## config.mk

```make
export PLATFORM = sky130hd
export DESIGN_NAME = fp_issue_scheduler
export DESIGN_NICKNAME = d
export VERILOG_FILES = /design/src/rtl/fp_issue_scheduler.sv
export SDC_FILE = /design/constraint.sdc
export NUM_CORES = 1
export LEC_CHECK = 0
export ABC_CLOCK_PERIOD_IN_PS = 4330
export CORE_ASPECT_RATIO = 0.5
export CORE_UTILIZATION = 35
export DETAILED_ROUTE_END_ITERATION = 8
export GPL_ROUTABILITY_DRIVEN = 0
export GPL_TIMING_DRIVEN = 0
export HOLD_SLACK_MARGIN = 0.1
export MAX_ROUTING_LAYER = met4
export PLACE_DENSITY_LB_ADDON = 0.05
export SLEW_MARGIN = 10
export SYNTH_ARGS = -nofsm -noshare
export SYNTH_HDL_FRONTEND = slang
export SYNTH_SLANG_ARGS = --single-unit
```

## constraint.sdc

```tcl
create_clock -name clk -period 4.33 [get_ports clk]
set_input_delay 0.866 -clock clk [delete_from_list [all_inputs] [get_ports clk]]
set_output_delay 0.866 -clock clk [all_outputs]
set_load 0.1 [all_outputs]
```

## src/rtl/fp_issue_scheduler.sv

```systemverilog
// fp_issue_scheduler
// Issue scheduler and writeback sequencer for the RV32F OP-FP datapath.
// Tracks FP-register RAW/WAW hazards with a 32-entry scoreboard, dispatches
// to the add/mul pipe, the iterative div/sqrt unit or the one-cycle misc unit,
// and drives the single register-file writeback port.
// Optional feature: define FP_SCHED_WB_BYPASS_EN to let the hazard check see
// registers being cleared by the same cycle's writeback.
module fp_issue_scheduler #(
    parameter int PIPE_LATENCY = 4
) (
    input  logic       clk,
    input  logic       rst,
    input  logic       cmd_valid,
    output logic       cmd_ready,
    input  logic [6:0] cmd_funct7,
    input  logic [2:0] cmd_funct3,
    input  logic [4:0] cmd_rs1,
    input  logic [4:0] cmd_rs2,
    input  logic [4:0] cmd_rd,
    output logic       cmd_illegal,
    output logic [6:0] issue_funct7,
    output logic [2:0] issue_funct3,
    output logic [4:0] issue_rs1,
    output logic [4:0] issue_rs2,
    output logic [4:0] issue_rd,
    output logic       pipe_start,
    output logic       misc_start,
    output logic       iter_start,
    input  logic       iter_done,
    output logic       iter_ack,
    output logic       wb_valid,
    output logic [1:0] wb_sel,
    output logic [4:0] wb_rd,
    output logic       wb_int
);

    localparam logic [6:0] F7_FADD     = 7'b0000000;
    localparam logic [6:0] F7_FSUB     = 7'b0000100;
    localparam logic [6:0] F7_FMUL     = 7'b0001000;
    localparam logic [6:0] F7_FDIV     = 7'b0001100;
    localparam logic [6:0] F7_FSQRT    = 7'b0101100;
    localparam logic [6:0] F7_FSGNJ    = 7'b0010000;
    localparam logic [6:0] F7_FMINMAX  = 7'b0010100;
    localparam logic [6:0] F7_FCVT_W_S = 7'b1100000;
    localparam logic [6:0] F7_FMV_X_W  = 7'b1110000;
    localparam logic [6:0] F7_FCMP     = 7'b1010000;
    localparam logic [6:0] F7_FCVT_S_W = 7'b1101000;
    localparam logic [6:0] F7_FMV_W_X  = 7'b1111000;

    localparam logic [1:0] SEL_PIPE = 2'd0;
    localparam logic [1:0] SEL_MISC = 2'd1;
    localparam logic [1:0] SEL_ITER = 2'd2;

    // One reserved writeback slot; position 0 of the shift register is "now".
    typedef struct packed {
        logic       v;
        logic       misc;
        logic       is_int;
        logic [4:0] rd;
    } res_t;

    logic [31:0] r_busy;
    res_t        r_res [0:PIPE_LATENCY];
    logic        r_iter_busy;
    logic [4:0]  r_iter_rd;

    logic [6:0]  r_issue_funct7;
    logic [2:0]  r_issue_funct3;
    logic [4:0]  r_issue_rs1;
    logic [4:0]  r_issue_rs2;
    logic [4:0]  r_issue_rd;
    logic        r_pipe_start;
    logic        r_misc_start;
    logic        r_iter_start;
    logic        r_illegal;

    logic        w_is_pipe;
    logic        w_is_misc;
    logic        w_is_iter;
    logic        w_rd_int;
    logic        w_chk_rs1;
    logic        w_chk_rs2;
    logic        w_legal;
    logic        w_fp_dest;
    logic        w_unit_ok;
    logic        w_hazard;
    logic        w_ready;
    logic        w_hs;
    logic [31:0] w_busy_eff;
    logic [31:0] w_set_mask;
    logic [31:0] w_clr_mask;
    res_t        w_entry;

    logic        w_iter_ack;
    logic        w_wb_valid;
    logic [1:0]  w_wb_sel;
    logic [4:0]  w_wb_rd;
    logic        w_wb_int;

    // Class decode of the incoming funct7: target unit, dest file, sources to check.
    always_comb begin
        // NOTE: every always_comb output gets a default first so no path infers a latch.
        w_is_pipe = 1'b0;
        w_is_misc = 1'b0;
        w_is_iter = 1'b0;
        w_rd_int  = 1'b0;
        w_chk_rs1 = 1'b0;
        w_chk_rs2 = 1'b0;
        case (cmd_funct7)
            F7_FADD, F7_FSUB, F7_FMUL: begin
                w_is_pipe = 1'b1;
                w_chk_rs1 = 1'b1;
                w_chk_rs2 = 1'b1;
            end
            F7_FDIV: begin
                w_is_iter = 1'b1;
                w_chk_rs1 = 1'b1;
                w_chk_rs2 = 1'b1;
            end
            F7_FSQRT: begin
                w_is_iter = 1'b1;
                w_chk_rs1 = 1'b1;
            end
            F7_FSGNJ, F7_FMINMAX: begin
                w_is_misc = 1'b1;
                w_chk_rs1 = 1'b1;
                w_chk_rs2 = 1'b1;
            end
            F7_FCMP: begin
                w_is_misc = 1'b1;
                w_rd_int  = 1'b1;
                w_chk_rs1 = 1'b1;
                w_chk_rs2 = 1'b1;
            end
            F7_FCVT_W_S, F7_FMV_X_W: begin
                w_is_misc = 1'b1;
                w_rd_int  = 1'b1;
                w_chk_rs1 = 1'b1;
            end
            F7_FCVT_S_W, F7_FMV_W_X: begin
                w_is_misc = 1'b1;
            end
            default: ;
        endcase
    end

    // Writeback port: a reserved pipe/misc slot always wins over the iterative unit.
    always_comb begin
        w_iter_ack = !rst && iter_done && !r_res[0].v;
        w_wb_valid = 1'b0;
        w_wb_sel   = SEL_PIPE;
        w_wb_rd    = 5'd0;
        w_wb_int   = 1'b0;
        if (r_res[0].v) begin
            w_wb_valid = 1'b1;
            w_wb_sel   = r_res[0].misc ? SEL_MISC : SEL_PIPE;
            w_wb_rd    = r_res[0].rd;
            w_wb_int   = r_res[0].is_int;
        end else if (w_iter_ack && r_iter_busy) begin
            // An ack with no iterative op outstanding drains a result from before reset.
            w_wb_valid = 1'b1;
            w_wb_sel   = SEL_ITER;
            w_wb_rd    = r_iter_rd;
        end
    end

    assign w_legal    = w_is_pipe || w_is_misc || w_is_iter;
    assign w_fp_dest  = w_legal && !w_rd_int;
    assign w_clr_mask = (w_wb_valid && !w_wb_int) ? (32'd1 << w_wb_rd) : 32'd0;

`ifdef FP_SCHED_WB_BYPASS_EN
    // The datapath forwards the writeback value, so a register freed this cycle is usable.
    assign w_busy_eff = r_busy & ~w_clr_mask;
`else
    assign w_busy_eff = r_busy;
`endif

    assign w_hazard  = (w_chk_rs1 && w_busy_eff[cmd_rs1]) ||
                       (w_chk_rs2 && w_busy_eff[cmd_rs2]) ||
                       (w_fp_dest && w_busy_eff[cmd_rd]);
    // A misc op would land in slot 1 next cycle, which is where a pipe entry in slot 2 moves.
    assign w_unit_ok = w_is_misc ? !r_res[2].v :
                       w_is_iter ? !r_iter_busy : 1'b1;
    assign w_ready   = !rst && !w_hazard && w_unit_ok;
    assign w_hs      = cmd_valid && w_ready;

    assign w_set_mask = (w_hs && w_fp_dest) ? (32'd1 << cmd_rd) : 32'd0;
    assign w_entry    = '{v: 1'b1, misc: w_is_misc, is_int: w_rd_int, rd: cmd_rd};

    // Scoreboard: a set and a clear of the same register in one cycle leaves it busy.
    always_ff @(posedge clk or posedge rst) begin
        if (rst) begin
            r_busy <= 32'd0;
        end else begin
            // NOTE: sequential state uses non-blocking assignment so every flop samples pre-edge values.
            r_busy <= (r_busy & ~w_clr_mask) | w_set_mask;
        end
    end

    // Writeback reservation shift register, advancing one slot per cycle.
    always_ff @(posedge clk or posedge rst) begin
        if (rst) begin
            // NOTE: this array is a small reservation pipeline whose valid bits gate writebacks, so it is reset like any other control flop.
            for (int i = 0; i <= PIPE_LATENCY; i++) begin
                r_res[i] <= '0;
            end
        end else begin
            for (int i = 0; i < PIPE_LATENCY; i++) begin
                r_res[i] <= r_res[i+1];
            end
            r_res[PIPE_LATENCY] <= '0;
            if (w_hs && w_is_pipe) begin
                r_res[PIPE_LATENCY] <= w_entry;
            end
            if (w_hs && w_is_misc) begin
                r_res[1] <= w_entry;
            end
        end
    end

    // Single in-flight iterative op: busy from handshake until its result is acked.
    always_ff @(posedge clk or posedge rst) begin
        if (rst) begin
            r_iter_busy <= 1'b0;
            r_iter_rd   <= 5'd0;
        end else if (w_hs && w_is_iter) begin
            r_iter_busy <= 1'b1;
            r_iter_rd   <= cmd_rd;
        end else if (w_iter_ack) begin
            r_iter_busy <= 1'b0;
        end
    end

    // Registered op broadcast and one-cycle start / illegal pulses.
    always_ff @(posedge clk or posedge rst) begin
        if (rst) begin
            r_issue_funct7 <= 7'd0;
            r_issue_funct3 <= 3'd0;
            r_issue_rs1    <= 5'd0;
            r_issue_rs2    <= 5'd0;
            r_issue_rd     <= 5'd0;
            r_pipe_start   <= 1'b0;
            r_misc_start   <= 1'b0;
            r_iter_start   <= 1'b0;
            r_illegal      <= 1'b0;
        end else begin
            r_pipe_start <= w_hs && w_is_pipe;
            r_misc_start <= w_hs && w_is_misc;
            r_iter_start <= w_hs && w_is_iter;
            r_illegal    <= w_hs && !w_legal;
            if (w_hs && w_legal) begin
                r_issue_funct7 <= cmd_funct7;
                r_issue_funct3 <= cmd_funct3;
                r_issue_rs1    <= cmd_rs1;
                r_issue_rs2    <= cmd_rs2;
                r_issue_rd     <= cmd_rd;
            end
        end
    end

    assign cmd_ready    = w_ready;
    assign cmd_illegal  = r_illegal;
    assign issue_funct7 = r_issue_funct7;
    assign issue_funct3 = r_issue_funct3;
    assign issue_rs1    = r_issue_rs1;
    assign issue_rs2    = r_issue_rs2;
    assign issue_rd     = r_issue_rd;
    assign pipe_start   = r_pipe_start;
    assign misc_start   = r_misc_start;
    assign iter_start   = r_iter_start;
    assign iter_ack     = w_iter_ack;
    assign wb_valid     = w_wb_valid;
    assign wb_sel       = w_wb_sel;
    assign wb_rd        = w_wb_rd;
    assign wb_int       = w_wb_int;

endmodule

```

After elaboration in Yosys (flattened, before gate mapping)
Index checks and enable logic that the tools add are counted.

Register bits after elaboration: 107. Output and inout bits: 40. Word-level logic and storage cells: 116.

Magnitude comparators: 3. Equality and inequality tests: 11. Shift operators: 2. Mux-type cells: 28. Bitwise gates (word level): 3. Reductions and logical operators: 37.

Operators by type and width (number): $mux W32 (2); $shl A1 B5 Y32 const A (2); $eq A7 B7 Y1 const B (5); $and A32 B32 Y32 (1); $not A32 Y32 (1); $or A32 B32 Y32 (1); $lt A5 B6 Y1 const B (3); $logic_and A1 B1 Y1 (17); $mux W1 (17); $mux W8 (2); $bmux W1 S5 (3); $eq A7 B4 Y1 const B (2); $eq A7 B5 Y1 const B (2); $reduce_or A7 Y1 (2); $mux W5 (2); $reduce_or A10 Y1 (1); $logic_not A1 Y1 (8); $eq A7 B3 Y1 const B (1); $eq A7 B6 Y1 const B (1); $logic_not A7 Y1 (1); $reduce_or A3 Y1 (2); $logic_or A1 B1 Y1 (4); $mux W2 (2); $reduce_bool A2 Y1 (1); $reduce_or A2 Y1 (1).

Logic depth before layout (Yosys ltp)
Word-level depth: 15. Gate-level depth with buffers: 11. Mapped depth without buffers: 8.

Least setup slack after synthesis
Ideal clock, no wire load.

Path kind: input port to output port. From: input rst. To: output wb_rd[2]. Arrival time: 5.556 ns. Data required time: 3.464 ns. Slack: -2.092 ns. Stages on the path: 5. Path through: nor3b_1 and2_1 clkbuf_1 a22oi_1 inv_1.

Longest elaborated chain between the ends: 6.

RTL lines: from (decl) (RTL line 12) `input logic rst,`; $logic_not A1 Y1 (no source line); $logic_and A1 B1 Y1 (2 in series) (RTL line 149) `w_iter_ack = !rst && iter_done && !r_res[0].v;`; $logic_and A1 B1 Y1 (RTL line 159) `end else if (w_iter_ack && r_iter_busy) begin`; $mux W5 (RTL line 159); $mux W5 (RTL line 154) `if (r_res[0].v) begin`; to (decl) (RTL line 33) `output logic [4:0] wb_rd,`.

No other way between the ends.

Worst setup path after layout
From: input cmd_rd[0]. To: output cmd_ready.

Longest elaborated chain between the ends: 7.

RTL lines: from (decl) (RTL line 19) `input logic [4:0] cmd_rd,`; $bmux W1 S5 (RTL line 180) `(w_fp_dest && w_busy_eff[cmd_rd]);`; $mux W1 (not written as such) (RTL line 180); $logic_and A1 B1 Y1 (RTL line 180); $logic_or A1 B1 Y1 (RTL line 179) `(w_chk_rs2 && w_busy_eff[cmd_rs2]) ||`; $logic_not A1 Y1 (RTL line 184) `assign w_ready = !rst && !w_hazard && w_unit_ok;`; $logic_and A1 B1 Y1 (2 in series) (RTL line 184); to (decl) (RTL line 14) `output logic cmd_ready,`.

No other way between the ends. The select of a mux whose other input is x is not followed.

==> run metrics <==
port buffer count=61; Async SR Flop Fraction=1.00; Worst Hold Class=flip-flop to flip-flop; Finished Core Util=0.443; clk_skew=6.84 ps; Global Route Usage Sum=0.206; die width=175 um; H-tree levels=3; WL/cell=20.6 um; startpoint types=input port; number of synthesized register bits=106; vias in the first global route=3654; yosys warns=0; area share of the largest cell type after synthesis=0.505; Post-Route WL=14600 um; Crit Path Category=input port to primary output; Post-CTS Setup Inserts=0; via count=3860; max_cap viols=0; drt via density=5.44; hold_buf cts=0; Final HPWL DP=10800 um; initial antenna violation count=0; CTS tree=built; initial drt markers=266; Initial Utilization=0.361; endpoints failing setup=0; post-CTS sizing=14; period utilization=0.965; Crit Path Max Fanout=10; clock sinks=106; ranking of synthesized cells by area=dfrtp_1, mux4_2, mux2_4; leakage power=0.00282 uW; placed insts=694; Hold Slack=351 ps; first-pass GRT wire length=22500 um; Period minus WS final=4180 ps; CTS buffer count=9; Worst Tran Pin Value=984 ps; GRT Residual Overflow=0; synthesis-to-layout area growth=22.8%; Reg clk slew, reported paths=80 ps; Critical Path RT=3460 ps; first-pass detailed-route iteration total=4; register area=2650 um^2; Fillers=1369; number of cell rows=31; Final Non-Filler Cells=709; DR DRC count=0; Core ar.=14500 um^2; Die Y-Extent=88.6 um; worst-skew pair later-pin latency=350 ps; RSZ-0062 raised after global routing=no; crit path DAT=3310 ps; DIE AREA=15500 um^2; Root Buffer=clkbuf_16; Avg Cell Area, Syn=12.1 um^2; ratio of cells with drive above 1 in the final layout=0.202; sequential fraction of the synthesis area=0.505; VDD IR max=182 uV; maximum clock rate=239 MHz; synthesized area=5250 um^2; diode count=0; final slew viol count=0; status=finished, final reports clean; Post-synth EDFFs=0; Yosys top cell by area=dfrtp_1; post-route ant nets=0; maximum number of pins on one net before global-route repair=56; Ports=69; cells after synthesis=433; pwr dens=426 nW/um^2; Setup crit end kind=primary output; Rel. slew slack=0.342; nets=536; ys flop type=dfrtp_1; area of the multi-input gates=2420 um^2; post-synth cell types=54; Final Hold Violating Endpoints=0; clock buffer depth=2
[synth_stat cells (6+ instances only)]
cell type,count
o41ai_1,9
inv_1,11
o21ai_0,24
o31ai_1,30
nor3_1,6
nor2_1,21
clkbuf_1,14
and3_1,6
dfrtp_1,106
mux2_2,17
nand2_1,24
buf_2,6
mux2i_1,13
mux2_4,18
nor2b_1,6
nand3_1,33
nand3b_1,6
and2_1,6
mux4_2,19
a22oi_1,6
[stage by stage]
step                setup TNS [ps]  power, uW  area [um^2]  worst slack, ps
finish                           0       2740         6450              150
global route                     0       2850         6450             9.56
CTS                              0       2780         6440             36.6
detailed placement           -1370       1970         6160             -930
global placement           -123310       1960         6130            -1160
floorplan                        0       1750         5270             10.2
[final timing paths]
path,slack (ps),end,cells after the start,from
worst min register to register,350,r_res[16]$_DFF_PP0_,0,r_res[8]$_DFF_PP0_
min in group asynchronous,1030,r_res[39]$_DFF_PP0_,2,rst
worst max-delay path,150,cmd_ready,9,cmd_rd[0]
max in group asynchronous,2660,issue_rd[3]$_DFFE_PP0P_,3,rst
worst min-delay path,350,r_res[16]$_DFF_PP0_,0,r_res[8]$_DFF_PP0_
worst max register to register,1630,r_busy[17]$_DFF_PP0_,8,r_res[39]$_DFF_PP0_
[state kept, by name, indices dropped and copies added, names as in the netlist]
name / count
pipe_start: 1
r_busy: 32
cmd_illegal: 1
r_iter_busy: 1
issue_rs2: 5
issue_funct7: 7
issue_rd: 5
issue_rs1: 5
r_res: 39
issue_funct3: 3
misc_start: 1
r_iter_rd: 5
iter_start: 1
[cell families (layout without fill, tap and decap cells)]
kind of cell           after synthesis  after routing  synth area share
other                                1              2          0.000714
AND/OR/NAND/NOR                    125            125             0.124
multiplexers                        68             68             0.199
flip-flops                         106            106             0.505
buffers and inverters               40            117            0.0414
AO/OA/AOI/OAI                       93             93             0.130
[report_power, final]
| part | switching [uW] | internal, uW | total [uW] |
|---|---|---|---|
| Sequential | 49.8 | 1070 | 1120 |
| Clock | 399 | 401 | 800 |
| Combinational | 593 | 237 | 829 |
| Total | 1040 | 1700 | 2740 |
[worst max-delay path, cell delays in order]
cell	delay [ps]
clkdlybuf4s50_1	600
clkbuf_2	340
mux4_2	340
a22oi_1	170
and3_1	220
o31a_1	160
and2_1	150
and3b_1	170
buf_4	290
[cell usage in the layout (no fill, tap or decap), drive strengths merged, types with 2 or more instances in the layout]
master / instances
a21boi: 2
a21oi: 4
a22oi: 6
and2: 6
and3: 6
and3b: 3
buf: 16
clkbuf: 24
clkdlybuf4s50: 55
clkinv: 2
conb: 2
dfrtp: 106
dlygate4sd2: 4
inv: 16
mux2: 35
mux2i: 13
mux4: 20
nand2: 25
nand2b: 5
nand3: 35
nand3b: 6
nor2: 21
nor2b: 6
nor3: 6
o21ai: 26
o31ai: 32
o41ai: 10
or2: 3
[layer usage]
| layer | vias to the layer above | global-route usage | wire length (um) |
|---|---|---|---|
| li1 | 1771 | - | - |
| met1 | 1961 | 0.322 | 8000 |
| met2 | 118 | 0.264 | 5620 |
| met3 | 10 | 0.0438 | 919 |
| met4 | 0 | 0.0403 | 93 |
| met5 | - | - | 0 |
[cell type report]
class                           instances  area share
Clock inverter                          6     0.00854
Sequential cell                       106       0.411
Buffer                                 28      0.0275
Tap cell                              198      0.0384
Multi-Input combinational cell        288       0.375
Inverter                               12     0.00776
Clock buffer                            9      0.0349
Timing Repair Buffer                   62      0.0970
Power figures use the tool's default switching activity.
